==> src/rtl/alu_cmd_sequencer.sv <==
// Clocked initiator for a combinational ALU: accepts requests, holds operands for a
// programmable settle time, captures d_out and returns it; traps divide-by-zero locally.
module alu_cmd_sequencer #(
  parameter int unsigned SETTLE_CYCLES = 1,
  parameter logic [3:0]  DIV_CMD       = 4'b0101
) (
  input  logic        clock,
  input  logic        reset,
  input  logic        req_valid,
  output logic        req_ready,
  input  logic [7:0]  req_a,
  input  logic [7:0]  req_b,
  input  logic [3:0]  req_cmd,
  output logic [7:0]  alu_a,
  output logic [7:0]  alu_b,
  output logic [3:0]  alu_cmd,
  output logic        alu_oe,
  input  logic [15:0] alu_dout,
  output logic        rsp_valid,
  input  logic        rsp_ready,
  output logic [15:0] rsp_data,
  output logic [3:0]  rsp_cmd,
  output logic        rsp_err,
  output logic [15:0] op_count,
  output logic [7:0]  err_count
);

  typedef enum logic [1:0] {IDLE, DRIVE, RESP} state_t;

  localparam logic [3:0] SETTLE_LOAD = 4'(SETTLE_CYCLES - 1);

  state_t      state_reg, state_next;
  logic [3:0]  cnt_reg, cnt_next;
  logic        req_ready_reg, req_ready_next;
  logic [7:0]  alu_a_reg, alu_a_next;
  logic [7:0]  alu_b_reg, alu_b_next;
  logic [3:0]  alu_cmd_reg, alu_cmd_next;
  logic        alu_oe_reg, alu_oe_next;
  logic        rsp_valid_reg, rsp_valid_next;
  logic [15:0] rsp_data_reg, rsp_data_next;
  logic [3:0]  rsp_cmd_reg, rsp_cmd_next;
  logic        rsp_err_reg, rsp_err_next;
  logic [15:0] op_count_reg, op_count_next;
  logic [7:0]  err_count_reg, err_count_next;

  always_ff @(posedge clock or posedge reset) begin
    if (reset) begin
      state_reg     <= IDLE;
      cnt_reg       <= '0;
      req_ready_reg <= 1'b0;
      alu_a_reg     <= '0;
      alu_b_reg     <= '0;
      alu_cmd_reg   <= '0;
      alu_oe_reg    <= 1'b0;
      rsp_valid_reg <= 1'b0;
      rsp_data_reg  <= '0;
      rsp_cmd_reg   <= '0;
      rsp_err_reg   <= 1'b0;
      op_count_reg  <= '0;
      err_count_reg <= '0;
    end else begin
      state_reg     <= state_next;
      cnt_reg       <= cnt_next;
      req_ready_reg <= req_ready_next;
      alu_a_reg     <= alu_a_next;
      alu_b_reg     <= alu_b_next;
      alu_cmd_reg   <= alu_cmd_next;
      alu_oe_reg    <= alu_oe_next;
      rsp_valid_reg <= rsp_valid_next;
      rsp_data_reg  <= rsp_data_next;
      rsp_cmd_reg   <= rsp_cmd_next;
      rsp_err_reg   <= rsp_err_next;
      op_count_reg  <= op_count_next;
      err_count_reg <= err_count_next;
    end
  end

  always_comb begin
    state_next     = state_reg;
    cnt_next       = cnt_reg;
    req_ready_next = req_ready_reg;
    alu_a_next     = alu_a_reg;
    alu_b_next     = alu_b_reg;
    alu_cmd_next   = alu_cmd_reg;
    alu_oe_next    = alu_oe_reg;
    rsp_valid_next = rsp_valid_reg;
    rsp_data_next  = rsp_data_reg;
    rsp_cmd_next   = rsp_cmd_reg;
    rsp_err_next   = rsp_err_reg;
    op_count_next  = op_count_reg;
    err_count_next = err_count_reg;

    case (state_reg)
      IDLE: begin
        // req_ready comes up on the first edge after reset release
        req_ready_next = 1'b1;
        if (req_valid && req_ready_reg) begin
          req_ready_next = 1'b0;
          if (req_cmd == DIV_CMD && req_b == 8'h00) begin
            // Trapped divide-by-zero: respond directly, ALU stays untouched
            state_next     = RESP;
            rsp_valid_next = 1'b1;
            rsp_data_next  = 16'h0000;
            rsp_err_next   = 1'b1;
            rsp_cmd_next   = req_cmd;
            if (err_count_reg != 8'hFF) err_count_next = err_count_reg + 8'd1;
          end else begin
            state_next   = DRIVE;
            alu_a_next   = req_a;
            alu_b_next   = req_b;
            alu_cmd_next = req_cmd;
            alu_oe_next  = 1'b1;
            cnt_next     = SETTLE_LOAD;
          end
        end
      end
      DRIVE: begin
        if (cnt_reg == 4'd0) begin
          state_next     = RESP;
          rsp_valid_next = 1'b1;
          rsp_data_next  = alu_dout;
          rsp_cmd_next   = alu_cmd_reg;
          rsp_err_next   = 1'b0;
          alu_oe_next    = 1'b0;
        end else begin
          cnt_next = cnt_reg - 4'd1;
        end
      end
      RESP: begin
        if (rsp_ready) begin
          state_next     = IDLE;
          rsp_valid_next = 1'b0;
          req_ready_next = 1'b1;
          op_count_next  = op_count_reg + 16'd1;
        end
      end
      default: state_next = IDLE;
    endcase
  end

  assign req_ready = req_ready_reg;
  assign alu_a     = alu_a_reg;
  assign alu_b     = alu_b_reg;
  assign alu_cmd   = alu_cmd_reg;
  assign alu_oe    = alu_oe_reg;
  assign rsp_valid = rsp_valid_reg;
  assign rsp_data  = rsp_data_reg;
  assign rsp_cmd   = rsp_cmd_reg;
  assign rsp_err   = rsp_err_reg;
  assign op_count  = op_count_reg;
  assign err_count = err_count_reg;

endmodule
==> config.mk <==
export PLATFORM = sky130hd
export DESIGN_NAME = alu_cmd_sequencer
export DESIGN_NICKNAME = d
export VERILOG_FILES = /design/src/rtl/alu_cmd_sequencer.sv
export SDC_FILE = /design/constraint.sdc
export NUM_CORES = 1
export LEC_CHECK = 0
export ABC_AREA = 1
export CAP_MARGIN = 40
export CORE_ASPECT_RATIO = 0.75
export CORE_MARGIN = 2
export CORE_UTILIZATION = 25
export CTS_CLUSTER_DIAMETER = 150
export DETAILED_ROUTE_END_ITERATION = 12
export REMOVE_ABC_BUFFERS = 1
export SKIP_CTS_REPAIR_TIMING = 1
export SYNTH_ARGS = -nofsm -noshare
export SYNTH_HDL_FRONTEND = slang
export SYNTH_SLANG_ARGS = --single-unit
==> constraint.sdc <==
create_clock -name clock -period 2.8 [get_ports clock]
set_clock_uncertainty 0.1 [all_clocks]
set_input_delay 0.56 -clock clock [delete_from_list [all_inputs] [get_ports clock]]
set_output_delay 0.56 -clock clock [all_outputs]
set_load 0.02 [all_outputs]
==> flow_metrics.py <==
metrics = {
    "setup_path": {
        "cp-end-kind": "flip-flop",
        "r2r_end": "rsp_data[3]",
        "start_kind": "input port",
        "required_ps": 2920,
        "cp_slowest_cell": "clkdlybuf4s50_1",
        "crit_top_cell": "nand2_1",
        "path_max_fanout": 21,
        "worstPathArrival_ps": 2270,
        "worstSetupPathType": "input port to flip-flop",
        "reg2reg_depth": 8,
        "r2r_start": "state_reg[0]",
        "r2r_slack_ps": 670,
        "crit_chain": "clkdlybuf4s50_1, nand2_1, nand2_2, nand2_1, a21oi_2, nand2_1, nand2_1, nand2_1",
        "slowest_delay_ps": 490,
    },
    "power_and_ir_drop": {
        "p_per_area_nw_per_um2": 1020,
        "p_leak_uw": 0.002504,
        "vdd_drop_max_mv": 0.2966,
    },
    "finish": {
        "drive_gt1_frac": 0.06066,
        "stdcell_area_um2": 5145,
        "area_growth_pct": 44.28,
        "nets": 586,
        "antenna_cells": 0,
        "nFillCells": 1364,
    },
    "worst_hold_path": {
        "holdPathEnd": "rsp_data[8]",
        "whs_path_depth": 2,
        "hp-class": "flip-flop to flip-flop",
        "min-delay-start": "rsp_data[8]",
    },
    "detailed_routing": {
        "dr.first_iter.drc_count": 94,
        "totalWireLength_mm": 9.182,
        "drc": 0,
        "viasPerCell": 4.299,
        "route.vias.total": 3091,
        "wire_per_inst_um": 12.77,
        "ant_nets": 0,
        "drt_pass1_iterations": 4,
    },
    "global_routing": {
        "antenna_found_initial": 0,
        "grt_max_degree": 46,
        "grt_pass1_vias": 3113,
        "overflow": 0,
        "grt_pass1_wl_mm": 15.24,
        "track_usage": 0.1262,
    },
    "clocking": {
        "cts.reportedPaths.clkPinSlew_ps": 60,
        "clockRootBuffer": "clkbuf_16",
        "clock-sinks": 74,
        "cts_tree": "done",
        "cts_buffer_depth": 2,
        "numCtsBuffers": 9,
        "htreeDepth": 3,
        "clk_latency_ps": 330,
    },
    "synthesis": {
        "yosys_warnings": 0,
        "synthArstFlopShare": 1.000,
        "synth_ff_type": "dfrtp_1",
        "avgSynthCellArea_um2": 8.332,
        "ys_top_cells_by_area": "dfrtp_1, nand2_1, inv_1",
        "synth_most_common_cell": "nand2_1",
        "ys_top_cells_by_count": "nand2_1, dfrtp_1, inv_1",
        "synth_cell_types": 25,
        "synth_edf_count": 0,
        "synthCells": 428,
        "synth_top_cell_area_share": 0.5193,
        "synth-seq-cells": 74,
        "yosysSeqAreaShare": 0.5193,
        "yosysTopAreaCell": "dfrtp_1",
        "synth_area_um2": 3566,
    },
    "floorplanning": {
        "die_x_um": 141.9,
        "io-pin-count": 108,
        "rows": 37,
        "initial_core_util": 0.2576,
        "dieArea_um2": 15240,
        "die_h_um": 107.4,
        "coreArea_um2": 13840,
    },
    "sta": {
        "rsz0062_at_grt": "no",
        "drv_slew": 0,
        "hold_violations": 0,
        "clock.fmax_mhz": 464.1,
        "timing.final.crit_share": 0.7695,
        "period_needed_ps": 2154,
        "worst_slew_pin_slew_ps": 677.4,
        "setup_violations": 0,
        "tns_ps": 0,
        "slew_headroom": 0.5473,
    },
    "status": {
        "status": "completed",
    },
    "flow_run": {
        "drv_cap": 0,
    },
    "place": {
        "numPortBuffers": 107,
        "dp_hpwl_mm": 6.718,
        "placed_area_um2": 4851,
        "place_congestion": 0.7911,
    },
}
cell type report:
type | instances | area, um^2 | share of cell area
clock inverters | 6 | 65.06 | 0.01265
repair buffers | 113 | 1129 | 0.2194
multi-input cells | 294 | 1475 | 0.2867
flip-flops and latches | 74 | 1852 | 0.3599
inverters | 47 | 176.4 | 0.03429
well taps | 175 | 219.0 | 0.04256
clock buffers | 10 | 229.0 | 0.04450
layout by cell type (no fill, tap or decap), types with 2 or more instances in the layout:
cell type,instances
o21ai_0,33
ha_1,7
clkinv_2,2
nand3b_1,18
nand4_1,10
nand3_1,17
clkdlybuf4s50_1,107
nand2_1,148
nor3_1,3
nor2_1,23
inv_2,3
xnor2_1,8
dfrtp_1,74
xor2_1,13
inv_1,44
nor3_2,2
clkbuf_16,9
buf_4,5
nand2_2,3
a21oi_1,2
worst max path at each step:
stage / from / endpoint / cells after the start
floorplan: state_reg[1] / rsp_cmd[0] / 7
global placement: req_cmd[3] / rsp_cmd[3] / 9
detailed placement: req_cmd[3] / rsp_data[3] / 9
CTS: state_reg[0] / rsp_data[3] / 8
global route: state_reg[0] / rsp_data[1] / 8
finish: req_valid / rsp_data[3] / 8
kinds of logic after synthesis:
family | count (synthesis) | share of synthesized area
AO/OA/AOI/OAI | 39 | 0.05649
XOR/XNOR | 21 | 0.05158
adder cells (fa/ha/maj) | 7 | 0.02456
buffers and inverters | 60 | 0.06702
flip-flops | 74 | 0.5193
AND/OR/NAND/NOR | 227 | 0.2811
where the power goes:
part | leakage [uW] | switching, uW | internal, uW | total, uW
Sequential | 0.000961 | 244 | 1430 | 1670
Clock | 0.000143 | 454 | 692 | 1150
Combinational | 0.00140 | 1430 | 998 | 2430
Total | 0.00250 | 2130 | 3120 | 5250
per-stage QoR:
step	std cells	total power [uW]	worst slack (ps)	utilization	hold WS [ps]
after floorplan	415	3026	52.40	-	341.9
after global placement	703	4084	337.1	0.3504	359.7
after detailed placement	703	4147	277.1	0.3504	360.3
after CTS	719	5327	628.8	0.3717	374.4
after global routing	719	5636	414.1	0.3717	398.7
final	719	5246	645.5	0.3717	371.1
worst max-delay path: cells and delay by family:
family	cells	cell delay, ps
compound gates	1	150
simple gates	6	1060
buf+inv	1	490
per-layer routing:
layer	track usage	up-vias	part of all wire
met5	0	-	0
met1	0.1646	1432	0.48
met2	0.2011	79	0.45
met3	0.03915	11	0.057
li1	-	1569	-
met4	0.03929	0	0.011
No activity file was read; power rests on OpenSTA's default activity.
==> RTL edit: new RTL, config.mk and constraints unchanged <==
Put one more register stage on the output `op_count`, cleared by the reset. The value now appears one clock later. The other outputs are not delayed to match.
--- a/src/rtl/alu_cmd_sequencer.sv
+++ b/src/rtl/alu_cmd_sequencer.sv
@@ -148,5 +148,11 @@
   assign rsp_cmd   = rsp_cmd_reg;
   assign rsp_err   = rsp_err_reg;
-  assign op_count  = op_count_reg;
+  always_ff @(posedge clock or posedge reset) begin
+    if (reset) begin
+      op_count <= '0;
+    end else begin
+      op_count <= op_count_reg;
+    end
+  end
   assign err_count = err_count_reg;
 
Formal check against the unedited RTL: not equivalent (Yosys sat finds a counterexample within 4 cycles, from zero or initial values and one cycle with reset high).
==> RTL edit against the unedited design <==
  * Global-route usage down 0.93 points
  * Design area up 11%
  * Total power up 4.8%
  * Largest power group unchanged
  * Sequential cell count up 16
  * Area after synthesis up 17%
  * Setup slack worse by 0.13 ns
  * Register-to-register slack worse by 0.15 ns
  * Sequential power up 15%
  * Synthesized cell count up 9.6%
  * Wire length up 8.3%
==> RTL edit: results (changes against the unedited design) <==
* **outcome** completed
* **post-DR vias/cell** 4.215, -2.0%
* **Max-cap violations** 0, unchanged
* **crit path max fanout** 40, +90%
* **max FFs per register** 32
* **clock tree root buffer cell** sky130_fd_sc_hd__clkbuf_16
* **DR pass1 iterations** 6, +2
* **final weighted congestion of routability-driven global placement** 0.7967, +0.71%
* **iteration-0 DRC count of the detailed router** 157, +67%
* **number of cell instances on the worst register-to-register path** 4, -4
* **static leakage** 0.002743 uW, +9.6%
* **Reg2Reg Capture Point** alu_b[6]
* **number of H-tree branching levels** 3, unchanged
* **worst setup slack for register-to-register paths** 0.52 ns, -0.15 ns
* **detailed-placement wirelength estimate** 7156 um, +6.5%
* **Primary FF master, synth** sky130_fd_sc_hd__dfrtp_1
* **total track usage** 11.69%, -0.93 points
* **proportion of layout cells with a drive suffix above 1** 7.057%, +0.99 points
* **Peak supply drop** 292.6 uV, -1.4%
* **antenna cell count** 0, unchanged
* **path class of the lowest-slack min-delay path** flip-flop to flip-flop
* **Synth Warn #** 0, unchanged
* **final net count** 624, +6.5%
* **actual slew at the worst max-slew pin** 0.6730 ns, -0.004380 ns
* **Final Routed Wirelength** 9942 um, +8.3%
* **Hold Crit Depth** 0, -2
* **pin count of the biggest net entering global routing** 43, -6.5%
* **maximum clock insertion buffer count** 2, unchanged
* **worst flop-to-flop path startpoint** state_reg[1]
* **vias in the first global route** 3,349, +7.6%
* **top post-synthesis cells by area** sky130_fd_sc_hd__dfrtp_1, sky130_fd_sc_hd__nand2_1, sky130_fd_sc_hd__inv_1
* **global-route wire length before repair** 16,450 um, +7.9%
* **placed instance area** 5421 um2, +12%
* **commonest cells in the netlist** sky130_fd_sc_hd__nand2_1, sky130_fd_sc_hd__dfrtp_1, sky130_fd_sc_hd__inv_1
* **final-layout fill cell count** 1,634, +20%
* **Hold Startpoint** op_count_reg[14]
* **CP max stage delay** 0.66 ns, +0.17 ns
* **TritonCTS Buffers** 9, unchanged
* **Crit path arrival time** 2.42 ns, +0.15 ns
* **terminating pin of the worst hold path** op_count[14]
* **cell at the slowest stage of the critical path** sky130_fd_sc_hd__nand3_2
* **Distinct cells, synth** 30, +20%
* **Port Buffers** 107, unchanged
* **post-synthesis sequential area ratio** 54.17%, +2.2 points
-- RTL edit: cell types whose count changed after synthesis, sizes merged, moves of 2 or more --
| cell | change |
|---|---|
| buf | +2 |
| dfrtp | +16 |
| a21oi | -2 |
| nand3 | +5 |
| nor3 | -3 |
| inv | +5 |
| nor2 | +10 |
| nand2 | +11 |
| o21ai | +5 |
| nand4 | -2 |
| xor2 | -3 |
| xnor2 | -2 |
-- RTL edit: logic make-up after synthesis --
family / Yosys count / synth area share, %
and+or+nand+nor: 247 / 27.48
buffers and inverters: 67 / 7.523
xor gates and xnor gates: 16 / 3.370
DFF: 90 / 54.17
AOI/OAI and AO/OA: 42 / 5.357
adders and majority gates: 7 / 2.106
-- RTL edit: how the worst max path moves through the flow --
stage | from | to | slack [ns] | cells past startpoint
after floorplan | reset | alu_a[0] | -0.20 | 1
after global placement | req_cmd[1] | alu_a[1] | 0.35 | 7
after detailed placement | req_cmd[1] | alu_b[6] | 0.24 | 7
after CTS | state_reg[1] | alu_b[6] | 0.43 | 4
after global routing | state_reg[1] | alu_cmd[2] | 0.26 | 4
final | state_reg[1] | alu_b[6] | 0.52 | 4
-- RTL edit: cell type report --
cell class                 instances  area, um2  share of cell area (%)
inverter                          53      200.2                   3.507
multi-input combinational        312       1593                   27.90
sequential                        90       2252                   39.46
clock inverter                     3      40.04                  0.7014
clock buffer                      12      246.5                   4.318
timing repair buffer             111       1114                   19.51
tap                              210      262.8                   4.603
-- RTL edit: per-stage QoR --
stage	hold slack, ns	total power [uW]	std cells	utilization [%]	setup WS, ns
after detailed placement	0.2952	4379	776	33.54	0.2433
final	0.3159	5498	791	35.31	0.5185
after floorplan	0.2660	3281	455	-	-0.1953
after global placement	0.2899	4317	776	33.54	0.3526
after global routing	0.3277	5903	791	35.31	0.2559
after CTS	0.3141	5593	791	35.31	0.4313
-- RTL edit: power by group --
group / leakage (uW) / total [uW] / switching (uW) / internal (uW)
clock: 0.000142 / 1180 / 476 / 709
sequential: 0.00115 / 1920 / 232 / 1680
combinational: 0.00146 / 2400 / 1430 / 964
-- RTL edit: per-layer routing --
metal / up-vias / GRT usage, % / share of wire [%]
met5: - / 0 / 0
met2: 72 / 19.37 / 47
met3: 9 / 4.114 / 5.7
met4: 0 / 3.704 / 1.3
met1: 1571 / 14.47 / 46
li1: 1682 / - / -
-- RTL edit: worst max-delay path, delay by kind of cell, from the launching register on --
| family | cells | cell delay (ns) |
|---|---|---|
| adder cells (fa/ha/maj) | 1 | 0.51 |
| flip-flops | 1 | 0.38 |
| buffers and inverters | 1 | 0.10 |
| AND/OR/NAND/NOR | 1 | 0.66 |
| AO/OA/AOI/OAI | 1 | 0.41 |
